### config.mk
export PLATFORM = sky130hd
export DESIGN_NAME = rf_wb_arbiter
export DESIGN_NICKNAME = d
export VERILOG_FILES = /design/src/rtl/rf_wb_arbiter.sv
export SDC_FILE = /design/constraint.sdc
export NUM_CORES = 1
export LEC_CHECK = 0
export BUFFER_PORTS_ARGS = -buffer_cell sky130_fd_sc_hd__buf_4
export CORE_ASPECT_RATIO = 0.8
export CORE_MARGIN = 2
export CORE_UTILIZATION = 43
export CTS_CLUSTER_DIAMETER = 30
export CTS_CLUSTER_SIZE = 40
export DETAILED_ROUTE_END_ITERATION = 10
export GPL_TIMING_DRIVEN = 0
export PLACE_DENSITY = 0.83
export SLEW_MARGIN = 5
export SYNTH_ARGS = -nofsm -noshare
export SYNTH_HDL_FRONTEND = slang
export SYNTH_SLANG_ARGS = --single-unit
### constraint.sdc
create_clock -name clk -period 2 [get_ports clk]
set_input_delay 0.1 -clock clk [delete_from_list [all_inputs] [get_ports clk]]
set_output_delay 0.1 -clock clk [all_outputs]
set_load 0.05 [all_outputs]
### src/rtl/rf_wb_arbiter.sv
`default_nettype none
// ============================================================================
// Module   : rf_wb_arbiter
// Purpose  : Shares the single register-file write port between the ALU and
//            LSU writeback paths. LSU has priority; the ALU is guaranteed a
//            grant after STARVE_MAX consecutive LSU grants taken while it was
//            waiting. The granted write is registered onto rf_wen_o /
//            rf_waddr_o / rf_wdata_o.
// Ports    : clk, rst           - clock, synchronous active-high reset
//            alu_valid_i/ready_o, alu_waddr_i, alu_wdata_i - ALU channel
//            lsu_valid_i/ready_o, lsu_waddr_i, lsu_wdata_i - LSU channel
//            rf_wen_o, rf_waddr_o, rf_wdata_o              - RF write port
//            starve_cnt_o       - consecutive ALU-starving LSU grants
// Revision : 1.0 - initial release
// ============================================================================
module rf_wb_arbiter #(
  parameter int unsigned STARVE_MAX = 3
) (
  input  logic        clk,
  input  logic        rst,
  input  logic        alu_valid_i,
  output logic        alu_ready_o,
  input  logic [4:0]  alu_waddr_i,
  input  logic [31:0] alu_wdata_i,
  input  logic        lsu_valid_i,
  output logic        lsu_ready_o,
  input  logic [4:0]  lsu_waddr_i,
  input  logic [31:0] lsu_wdata_i,
  output logic        rf_wen_o,
  output logic [4:0]  rf_waddr_o,
  output logic [31:0] rf_wdata_o,
  output logic [3:0]  starve_cnt_o
);

  localparam logic [3:0] c_STARVE_LIM = 4'(STARVE_MAX);

  logic [3:0]  starve_q, starve_d;
  logic        wen_q, wen_d;
  logic [4:0]  waddr_q, waddr_d;
  logic [31:0] wdata_q, wdata_d;

  logic w_alu_grant;
  logic w_lsu_grant;

  // LSU wins unless the ALU has waited out its starvation budget.
  // Grants depend only on valids, the counter and reset, never on payload.
  always_comb begin
    w_lsu_grant = !rst && lsu_valid_i && (!alu_valid_i || (starve_q < c_STARVE_LIM));
    w_alu_grant = !rst && alu_valid_i && !w_lsu_grant;
  end

  always_comb begin
    starve_d = starve_q;
    wen_d    = 1'b0;
    waddr_d  = waddr_q;
    wdata_d  = wdata_q;

    if (w_alu_grant) begin
      waddr_d = alu_waddr_i;
      wdata_d = alu_wdata_i;
      // Writes to x0 complete the handshake but are dropped here.
      wen_d   = (alu_waddr_i != 5'd0);
    end else if (w_lsu_grant) begin
      waddr_d = lsu_waddr_i;
      wdata_d = lsu_wdata_i;
      wen_d   = (lsu_waddr_i != 5'd0);
    end

    // The counter only tracks LSU grants taken over a waiting ALU request.
    if (w_alu_grant || !alu_valid_i) begin
      starve_d = 4'd0;
    end else if (w_lsu_grant) begin
      starve_d = starve_q + 4'd1;
    end
  end

  always_ff @(posedge clk) begin
    if (rst) begin
      starve_q <= 4'd0;
      wen_q    <= 1'b0;
      waddr_q  <= 5'd0;
      wdata_q  <= 32'd0;
    end else begin
      starve_q <= starve_d;
      wen_q    <= wen_d;
      waddr_q  <= waddr_d;
      wdata_q  <= wdata_d;
    end
  end

  assign alu_ready_o  = w_alu_grant;
  assign lsu_ready_o  = w_lsu_grant;
  assign rf_wen_o     = wen_q;
  assign rf_waddr_o   = waddr_q;
  assign rf_wdata_o   = wdata_q;
  assign starve_cnt_o = starve_q;

endmodule
`default_nettype wire
After elaboration in Yosys (flattened, before gate mapping)
Index checks and enable logic that the tools add are counted.

word-level totals
  bits in registers = 42
  word-level logic and storage cells = 25

operators by class
  $add $sub $neg = 1
  order comparisons = 1
  muxes and demuxes = 6
  reduce and logical (&&, ||, !) cells = 13

operator list
  kind                   count
  $mux W32               2
  $mux W5                2
  $reduce_bool A5 Y1     2
  $add A4 B1 Y4 const B  1
  $logic_and A1 B1 Y1    4
  $lt A4 B2 Y1 const B   1
  $logic_not A1 Y1       3
  $logic_or A1 B1 Y1     2
  $mux W1                2
  $reduce_bool A2 Y1     1
  $reduce_or A2 Y1       1

Longest topological paths before layout
Gate-level depths: netlist (run 1).

  word-level depth = 7
  gate-level depth with buffers = 6
  depth with buffers taken out = 4

Least setup slack after synthesis (run 1)
Ideal clock, no wire load.

  kind = register -> register
  start = reg starve_q[0], in the netlist starve_cnt_o[0]
  end = reg wen_q, in the netlist rf_wen_o
  setup time = 0.065 ns
  data arrival time = 2.576 ns
  setup slack = -0.642 ns
  cell stages (with the launch flop) = 5
  buffers on the path = 0
  clock period less this slack = 2.642 ns
  cell sequence = dfxtp_1 > ha_1 > o31a_1 > nor3b_1 > a22o_1

on the way
  word-level cells in the longest chain between the ends = 6
  elaborated cells between the ends (all ways) = 7
  classes of those cells = order compare (1); mux (2); reduce/logical (4)

RTL lines
  item                     RTL line  text
  from (decl)              37        logic [3:0] starve_q, starve_d;
  from (signal assigned)   84        starve_q <= starve_d;
  $lt A4 B2 Y1 (*)         48        w_lsu_grant = !rst && lsu_valid_i && (!alu_valid_i || (starve_q < c_STARVE_LIM));
  $logic_or A1 B1 Y1 (*)   48
  $logic_and A1 B1 Y1 (*)  48
  net lsu_ready_o          26        output logic lsu_ready_o,
  $logic_not A1 Y1         49        w_alu_grant = !rst && alu_valid_i && !w_lsu_grant;
  $logic_and A1 B1 Y1      49
  $mux W1 (*)              58        if (w_alu_grant) begin
  to (signal assigned)     85        wen_q <= wen_d;
  to (decl)                38        logic wen_q, wen_d;

Mark *: on every way through the listed nets, which the timed path passes. The rest lies on a longest branch.
A chain may end at the register's enable or synchronous reset.

Worst setup path in the final report (run 1)
  start = reg starve_q[0], in the netlist starve_cnt_o[0]
  end = reg wdata_q[3], in the netlist rf_wdata_o[3]

on the way
  word-level cells in the longest chain between the ends = 6
  elaborated cells between the ends (all ways) = 7
  classes of those cells = order compare (1); mux (1); reduce/logical (5)

RTL lines
  item                                                   RTL line  text
  $lt A4 B2 Y1 (*)                                       48
  $logic_or A1 B1 Y1 (*)                                 48
  $logic_and A1 B1 Y1 (*)                                48
  $logic_not A1 Y1                                       49
  $logic_and A1 B1 Y1                                    49
  $mux W32 / $reduce_bool A2 Y1 (equally long branches)  n/a
  to (signal assigned)                                   87        wdata_q <= wdata_d;
  to (decl)                                              40        logic [31:0] wdata_q, wdata_d;

Mark *: on every way between the ends. The rest lies on a longest branch, timed or not.

==> results.cfg, run 1 <==
[drt]
wirelength_um = 6830
via_per_inst = 5.65
wl_per_cell_um = 15.9
drc = 0
drt-initial-drc-count = 119
ant_nets = 0
firstDrtPassIters = 4
vias = 2428

[global_routing]
grt_util_met1_pct = 34.6
grt_pass1_vias = 2285
grt_pass1_wl_um = 10700
use_met3_pct = 7.01
grt_antenna_before_repair = 0
grt_overflow = 0
busiest_layer = met2
met2_usage_pct = 41.8
grt_max_degree = 13
track_usage_pct = 26.1

[timing]
relSlewSlack_pct = 61.4
slew_violations = 0
setup-violations-final = 0
fmax_mhz = 514
finalHoldViolCount = 0
finalCritPeriodShare_pct = 97.2
fin_hold_ws_ns = 0.0691
fin_crit_ns = 1.94
worstMarginPinSlew_ns = 0.580
worst_slack_ns = 0.0553
skew_ns = 0.00526

[place]
place_hpwl_um = 4970
gp_congestion = 0.887
pre_cts_slack_ns = -0.0288
dpl_cell_area_um2 = 3040
portBuffers = 120

[power]
p_sw_mw = 0.784
switching_share_pct = 33.5
powerDensity_nw_per_um2 = 728
pwr-share-clk_pct = 28.4
peakVddDrop_mv = 0.393
seqPwrFrac_pct = 40.0
comb_power_share_pct = 31.5
cellLeakagePower_nw = 1.34
p_int_mw = 1.56

[synthesis]
netlist_area_um2 = 2050
syn_inst = 241
synth_top_area_share_pct = 41.1
ys_seq_elements = 42
yosys.area.top_type = dfxtp_1
synth.yosys.seq_area_share_pct = 41.1
ys.warnings.count = 0
ys_top_cells_by_area = dfxtp_1, a311oi_1, a211oi_1
syn_avg_cell_area_um2 = 8.49
ys_types = 22

[clock_network]
tritoncts = done
holdBufCountCts = 0
cts_max_level = 2
cts_buffers = 5
clkSlewWorstSetupHoldPaths_ns = 0.08
root_buffer = clkbuf_8
cts_sinks = 42
clk_path_buf_depth = 2
insertion_delay_ns = 0.30

[outcome]
status = completed

[cells_and_area]
n_fill_cell = 380
drive_above_1_share_pct = 40.5
diodes = 0
fin_nets = 448
post-route-cell-area_um2 = 3210
syn2layout_area_growth_pct = 57.0

[floorplanning]
die_y_um = 65.7
io_pins = 122
core-area_um2 = 4600
die_area_um2 = 5330
start_util_pct = 44.5
fp.dieW_um = 81.1
row_count = 22

[worst_setup_path]
required_ns = 2.17
start_kind = flop
worstPathArrival_ns = 2.11
worstPathMaxFanout = 10
worstSetupPathType = flop to flop
end_kind = flop

[flow_run]
maxCapViolCount = 0

[worst_hold_path]
min_path_type = primary input to flop
==> flip-flops by register name, indices dropped and copies added (netlist names) <==
signal and flops:
rf_wen_o 1, rf_waddr_o 5, rf_wdata_o 32, starve_cnt_o 4
==> synthesized netlist by cell type (all sizes together) <==
library cell  count
o21ba             1
ha                1
nand2             2
and3              1
o21ai            37
a211oi           37
nor2             41
or4b              1
o31a              1
conb              1
nor4b             1
nor3b             1
nand2b            1
a311oi           37
and3b             1
nor3              2
a22o              1
dfxtp            42
clkbuf           25
buf               7
==> metrics by stage <==
step           std cells  utilization [%]  total power [mW]  setup TNS [ns]
6_report             430             69.9              2.34               0
5_1_grt              430             69.9              2.43        -0.00617
4_1_cts              430             68.6              2.33               0
3_5_place_dp         422             66.2              1.68         -0.0288
3_3_place_gp         422             66.2              1.67               0
2_1_floorplan        242                -              1.39               0
==> kinds of logic after synthesis <==
family	synth area share, %
compound gates	39.8
simple gates	11.1
flops	41.1
buf+inv	7.21
fa+ha+maj	0.611
other cells	0.183
==> worst paths after layout <==
path | end | slack, ns | depth (start not counted) | from
worst max-delay path | rf_wdata_o[3]$_SDFFE_PP0P_ | 0.06 | 6 | starve_cnt_o[0]$_SDFFE_PP0P_
worst min-delay path | rf_wdata_o[12]$_SDFFE_PP0P_ | 0.07 | 3 | lsu_wdata_i[12]
worst max register to register | rf_wdata_o[3]$_SDFFE_PP0P_ | 0.06 | 6 | starve_cnt_o[0]$_SDFFE_PP0P_
worst min register to register | rf_wdata_o[31]$_SDFFE_PP0P_ | 0.50 | 2 | rf_wdata_o[31]$_SDFFE_PP0P_
==> power by group through the flow <==
| stage | clock, mW | combinational, mW | sequential (mW) |
|---|---|---|---|
| after global placement | 0 | 0.711 | 0.955 |
| final | 0.665 | 0.738 | 0.937 |
| after CTS | 0.671 | 0.724 | 0.937 |
| after floorplan | 0 | 0.215 | 1.18 |
| after global routing | 0.705 | 0.785 | 0.944 |
| after detailed placement | 0 | 0.722 | 0.955 |
==> final cells by class <==
cell class | instances | area, um^2 | area share [%]
buffer | 32 | 156 | 4.87
clock buffer | 7 | 76.3 | 2.38
clock inverter | 1 | 30.0 | 0.935
multi-input combinational | 168 | 1130 | 35.2
sequential | 42 | 842 | 26.2
tap | 60 | 75.1 | 2.34
timing repair buffer | 120 | 901 | 28.0
==> per-layer routing <==
layer,vias to the layer above,routed length [um]
li1,1187,-
met3,8,537
met4,0,82
met1,1125,3080
met2,108,3130
met5,-,0
==> repair_timing <==
action                     CTS  global route
setup endpoints to repair    1            30
gates resized for setup      1            15
buffers inserted             0             0
==> cell usage in the layout (no fill, tap or decap), types with 3 or more instances in the layout <==
cell / instances
clkbuf_8: 5
clkbuf_1: 25
buf_2: 3
o21ai_0: 37
buf_6: 4
a311oi_2: 9
nor2_1: 39
a311oi_1: 28
dfxtp_1: 41
a211oi_1: 37
buf_4: 120
==> critical path: stages (launching register included) <==
cell and delay [ns]:
dfxtp_2 0.34, ha_1 0.23, or4b_1 0.50, buf_6 0.17, buf_6 0.15, a311oi_2 0.31
a211oi_1 0.11
No activity file was read; power rests on OpenSTA's default activity.
==> run 2: changes to the inputs <==
REMOVE_ABC_BUFFERS = 1   (was default)
==> results.cfg, run 2 (synthesis gave the netlist of run 1 again) <==
[outcome]
status = completed

[global_routing]
track_usage_pct = 23.3
grt_max_degree = 78
grt_overflow = 0
grt_pass1_vias = 2121
grt_antenna_before_repair = 0
grt_pass1_wl_um = 9780

[worst_setup_path]
worstPathArrival_ns = 1.87
start_kind = flop
reg2reg_depth = 4
end_kind = output pin
worstPathMaxFanout = 4
required_ns = 1.90
timing.rr.start = starve_cnt_o[0]$_SDFFE_PP0P_
rrSetupSlack_ns = 0.07
regToRegEndpoint = rf_wdata_o[4]$_SDFFE_PP0P_
worstSetupPathType = flop to output pin

[drt]
ant_nets = 0
wirelength_um = 6440
wl_per_cell_um = 16.0
drt-initial-drc-count = 160
vias = 2333
firstDrtPassIters = 4
via_per_inst = 5.80
drc = 0

[flow_run]
maxCapViolCount = 0

[cells_and_area]
largest_reg_flops = 32
final_core_util_pct = 66.2
syn2layout_area_growth_pct = 48.8
fin_nets = 420
drive_above_1_share_pct = 39.5
diodes = 0
final_cell_count_no_fill = 402
final_common_cell = buf_4
post-route-cell-area_um2 = 3050
final_cell_mix = buf_4, dfxtp_1, nor2_1

[timing]
setup-violations-final = 0
slew_violations = 0
fmax_mhz = 508
rsz0062_at_grt = true
fin_hold_ws_ns = 0.0712
fin_crit_ns = 1.97
skew_ns = 0.00734
relSlewSlack_pct = 39.4
finalCritPeriodShare_pct = 98.5
finalHoldViolCount = 0
worstMarginPinSlew_ns = 0.906

[worst_hold_path]
min_path_type = primary input to flop
hold_start = lsu_wdata_i[28]
min_path_cells = 3
whs_endpoint = rf_wdata_o[28]$_SDFFE_PP0P_

[place]
dpl_cell_area_um2 = 2910
gp_congestion = 0.773
place_inst = 392
portBuffers = 121
place_hpwl_um = 3920

[floorplanning]
die_area_um2 = 5330
die_y_um = 65.7
fp.dieW_um = 81.1
row_count = 22
start_util_pct = 44.5
io_pins = 122
core-area_um2 = 4600

[clock_network]
clk_path_buf_depth = 2
tritoncts = done
clkSlewWorstSetupHoldPaths_ns = 0.08
holdBufCountCts = 0
cts_max_level = 2
root_buffer = clkbuf_8
cts_buffers = 5
insertion_delay_ns = 0.29
cts_sinks = 42

[power]
powerDensity_nw_per_um2 = 756
peakVddDrop_mv = 0.431
power_mw = 2.30
cellLeakagePower_nw = 1.28
run 2: worst max-delay path by stage:
stage	to	slack, ns	cells past startpoint	from
floorplan	rf_wen_o$_SDFF_PP0_	-1.09	4	starve_cnt_o[0]$_SDFFE_PP0P_
global placement	rf_wdata_o[8]$_SDFFE_PP0P_	-1.42	4	starve_cnt_o[0]$_SDFFE_PP0P_
detailed placement	rf_wdata_o[30]$_SDFFE_PP0P_	-0.40	4	starve_cnt_o[0]$_SDFFE_PP0P_
CTS	rf_wdata_o[4]$_SDFFE_PP0P_	0.05	4	starve_cnt_o[0]$_SDFFE_PP0P_
global route	rf_wdata_o[30]$_SDFFE_PP0P_	-0.04	4	starve_cnt_o[0]$_SDFFE_PP0P_
finish	lsu_ready_o	0.03	4	starve_cnt_o[0]$_SDFFE_PP0P_
run 2: area by class of cell:
type                    instances  area [um^2]
fillers                       404         1550
multi-input cells             169         1100
repair buffers                123          927
flip-flops and latches         42          841
clock buffers                   7         76.3
well taps                      60         75.1
clock inverters                 1         30.0
run 2: repair_timing:
action / CTS / global route
setup buffers: 1 / 0
gates resized for setup: 3 / 1
gates cloned: 0 / 1
pin swaps: 1 / 1
setup endpoints to repair: 38 / 27
run 2: where the power goes:
| part | switching (mW) | total [mW] | internal (mW) | leakage [nW] |
|---|---|---|---|---|
| registers | 0.0372 | 0.939 | 0.901 | 0.349 |
| clock network | 0.291 | 0.664 | 0.374 | 0.0524 |
| logic | 0.436 | 0.699 | 0.263 | 0.877 |
run 2: through the flow:
step	setup slack, ns	TNS (ns)
after global routing	-0.0365	-0.123
after floorplan	-1.09	-24.15
after CTS	0.0475	0
after detailed placement	-0.401	-14.16
final	0.0304	0
after global placement	-1.42	-54.68
run 2: metal layers:
metal / track usage (%) / up-vias / share of wire [%]
li1: - / 1133 / -
met1: 28.3 / 1091 / 44
met2: 39.8 / 102 / 46
met3: 7.01 / 7 / 9.2
met4: 6.36 / 0 / 0.99
met5: 0 / - / 0
run 2: worst max-delay path, stage by stage, from the launching register on:
cell and delay (ns):
dfxtp_1 0.34, ha_1 0.29, o31a_1 0.26, nor3b_1 0.40, buf_4 0.29
==> run 3: changes to the inputs <==
CORE_UTILIZATION = 39   (was 43)
PLACE_DENSITY = 0.8   (was 0.83)
clock period = 1.8 ns   (was 2 ns; I/O delays follow)
==> results.cfg, run 3 (synthesis gave the netlist of run 1 again) <==
[power]
p_sw_mw = 0.864
pwr-share-clk_pct = 25.3
cellLeakagePower_nw = 1.32
powerDensity_nw_per_um2 = 783
peakVddDrop_mv = 0.420
seqPwrFrac_pct = 42.1
switching_share_pct = 34.8
p_int_mw = 1.62
comb_power_share_pct = 32.6
power_mw = 2.48

[cells_and_area]
post-route-cell-area_um2 = 3170
final_cell_mix = buf_4, dfxtp_1, nor2_1, o21ai_0, a211oi_1
diodes = 0
largest_reg_flops = 32
n_fill_cell = 451
drive_above_1_share_pct = 42.6
syn2layout_area_growth_pct = 55.0
fin_nets = 428
final_cell_count_no_fill = 412
final_common_cell = buf_4
final_core_util_pct = 63.0

[place]
gp_congestion = 0.817
pre_cts_slack_ns = -0.587
portBuffers = 121
dpl_cell_area_um2 = 2910
place_inst = 394
place_hpwl_um = 4100

[global_routing]
grt_overflow = 0
track_usage_pct = 23.1
grt_pass1_vias = 2089
grt_pass1_wl_um = 10600
grt_max_degree = 78
grt_antenna_before_repair = 0

[floorplanning]
die_area_um2 = 5850
core-area_um2 = 5040
fp.dieW_um = 85
row_count = 23
io_pins = 122
die_y_um = 68.8
start_util_pct = 40.6

[timing]
skew_ns = 0.00417
fmax_mhz = 573
worstMarginPinSlew_ns = 0.938
setup-violations-final = 0
relSlewSlack_pct = 37.3
fin_hold_ws_ns = 0.0673
worst_slack_ns = 0.0547
rsz0062_at_grt = true
finalHoldViolCount = 0
tns_ns = 0
fin_crit_ns = 1.75
slew_violations = 0
finalCritPeriodShare_pct = 97.0

[clock_network]
clkSlewWorstSetupHoldPaths_ns = 0.08
cts_max_level = 2
clk_path_buf_depth = 2
cts_buffers = 5
root_buffer = clkbuf_8
cts_sinks = 42
insertion_delay_ns = 0.29
tritoncts = done

[drt]
drc = 0
via_per_inst = 5.81
vias = 2394
wirelength_um = 7270
drt-initial-drc-count = 129
ant_nets = 0
firstDrtPassIters = 4
wl_per_cell_um = 17.7

[worst_setup_path]
worstPathArrival_ns = 1.88
worstSetupPathType = flop to flop
required_ns = 1.94
start_kind = flop
worstPathMaxFanout = 9
end_kind = flop

[worst_hold_path]
min_path_type = primary input to flop

[flow_run]
maxCapViolCount = 0

[outcome]
status = completed
[run 3: changes by cell type in the layout (fill, tap and decap cells not counted), moves of 2 or more]
cell	change
a311oi_1	-3
a311oi_2	+3
buf_6	+2
or4b_4	+4
[run 3: final timing paths]
path | slack, ns | cells past startpoint | end | from
max reg2reg | 0.05 | 4 | rf_waddr_o[2]$_SDFFE_PP0P_ | starve_cnt_o[0]$_SDFFE_PP0P_
max | 0.05 | 4 | rf_waddr_o[2]$_SDFFE_PP0P_ | starve_cnt_o[0]$_SDFFE_PP0P_
min reg2reg | 0.50 | 2 | rf_wdata_o[6]$_SDFFE_PP0P_ | rf_wdata_o[6]$_SDFFE_PP0P_
min | 0.07 | 3 | rf_wdata_o[21]$_SDFFE_PP0P_ | lsu_wdata_i[21]
[run 3: what timing repair did]
action | in CTS | in global routing
gates resized for setup | 8 | 11
setup endpoints to repair | 40 | 39
gates cloned | 3 | 3
setup buffers | 2 | 2
hold buffers | 0 | 0
hold endpoints to repair | 0 | 0
pin swaps | 4 | 4
[run 3: power groups by stage]
| stage | combinational, mW | clock, mW | sequential (mW) |
|---|---|---|---|
| 6_report | 0.811 | 0.629 | 1.04 |
| 2_1_floorplan | 0.187 | 0 | 1.31 |
| 4_1_cts | 0.791 | 0.650 | 1.04 |
| 3_5_place_dp | 0.775 | 0 | 1.06 |
| 3_3_place_gp | 0.763 | 0 | 1.06 |
| 5_1_grt | 0.857 | 0.692 | 1.05 |
[run 3: layer usage]
metal,global-route usage [%],vias up,wire [um]
met5,0,-,0
met4,8.73,0,82
met3,7.02,9,616
met2,37.3,103,3450
met1,29.6,1120,3130
li1,-,1162,-
[run 3: area by class of cell]
cell class / instances / area (um^2) / area share (%)
clock buffers: 7 / 86.3 / 2.72
clock inverters: 1 / 5.00 / 0.158
multi-input cells: 173 / 1200 / 37.8
flip-flops and latches: 42 / 841 / 26.5
well taps: 62 / 77.6 / 2.44
repair buffers: 127 / 965 / 30.4
[run 3: worst max-delay path, cell delays in order, from the launching register on]
cell and delay (ns):
dfxtp_1 0.36, ha_4 0.22, or4b_4 0.60, a311oi_1 0.30
a211oi_1 0.11
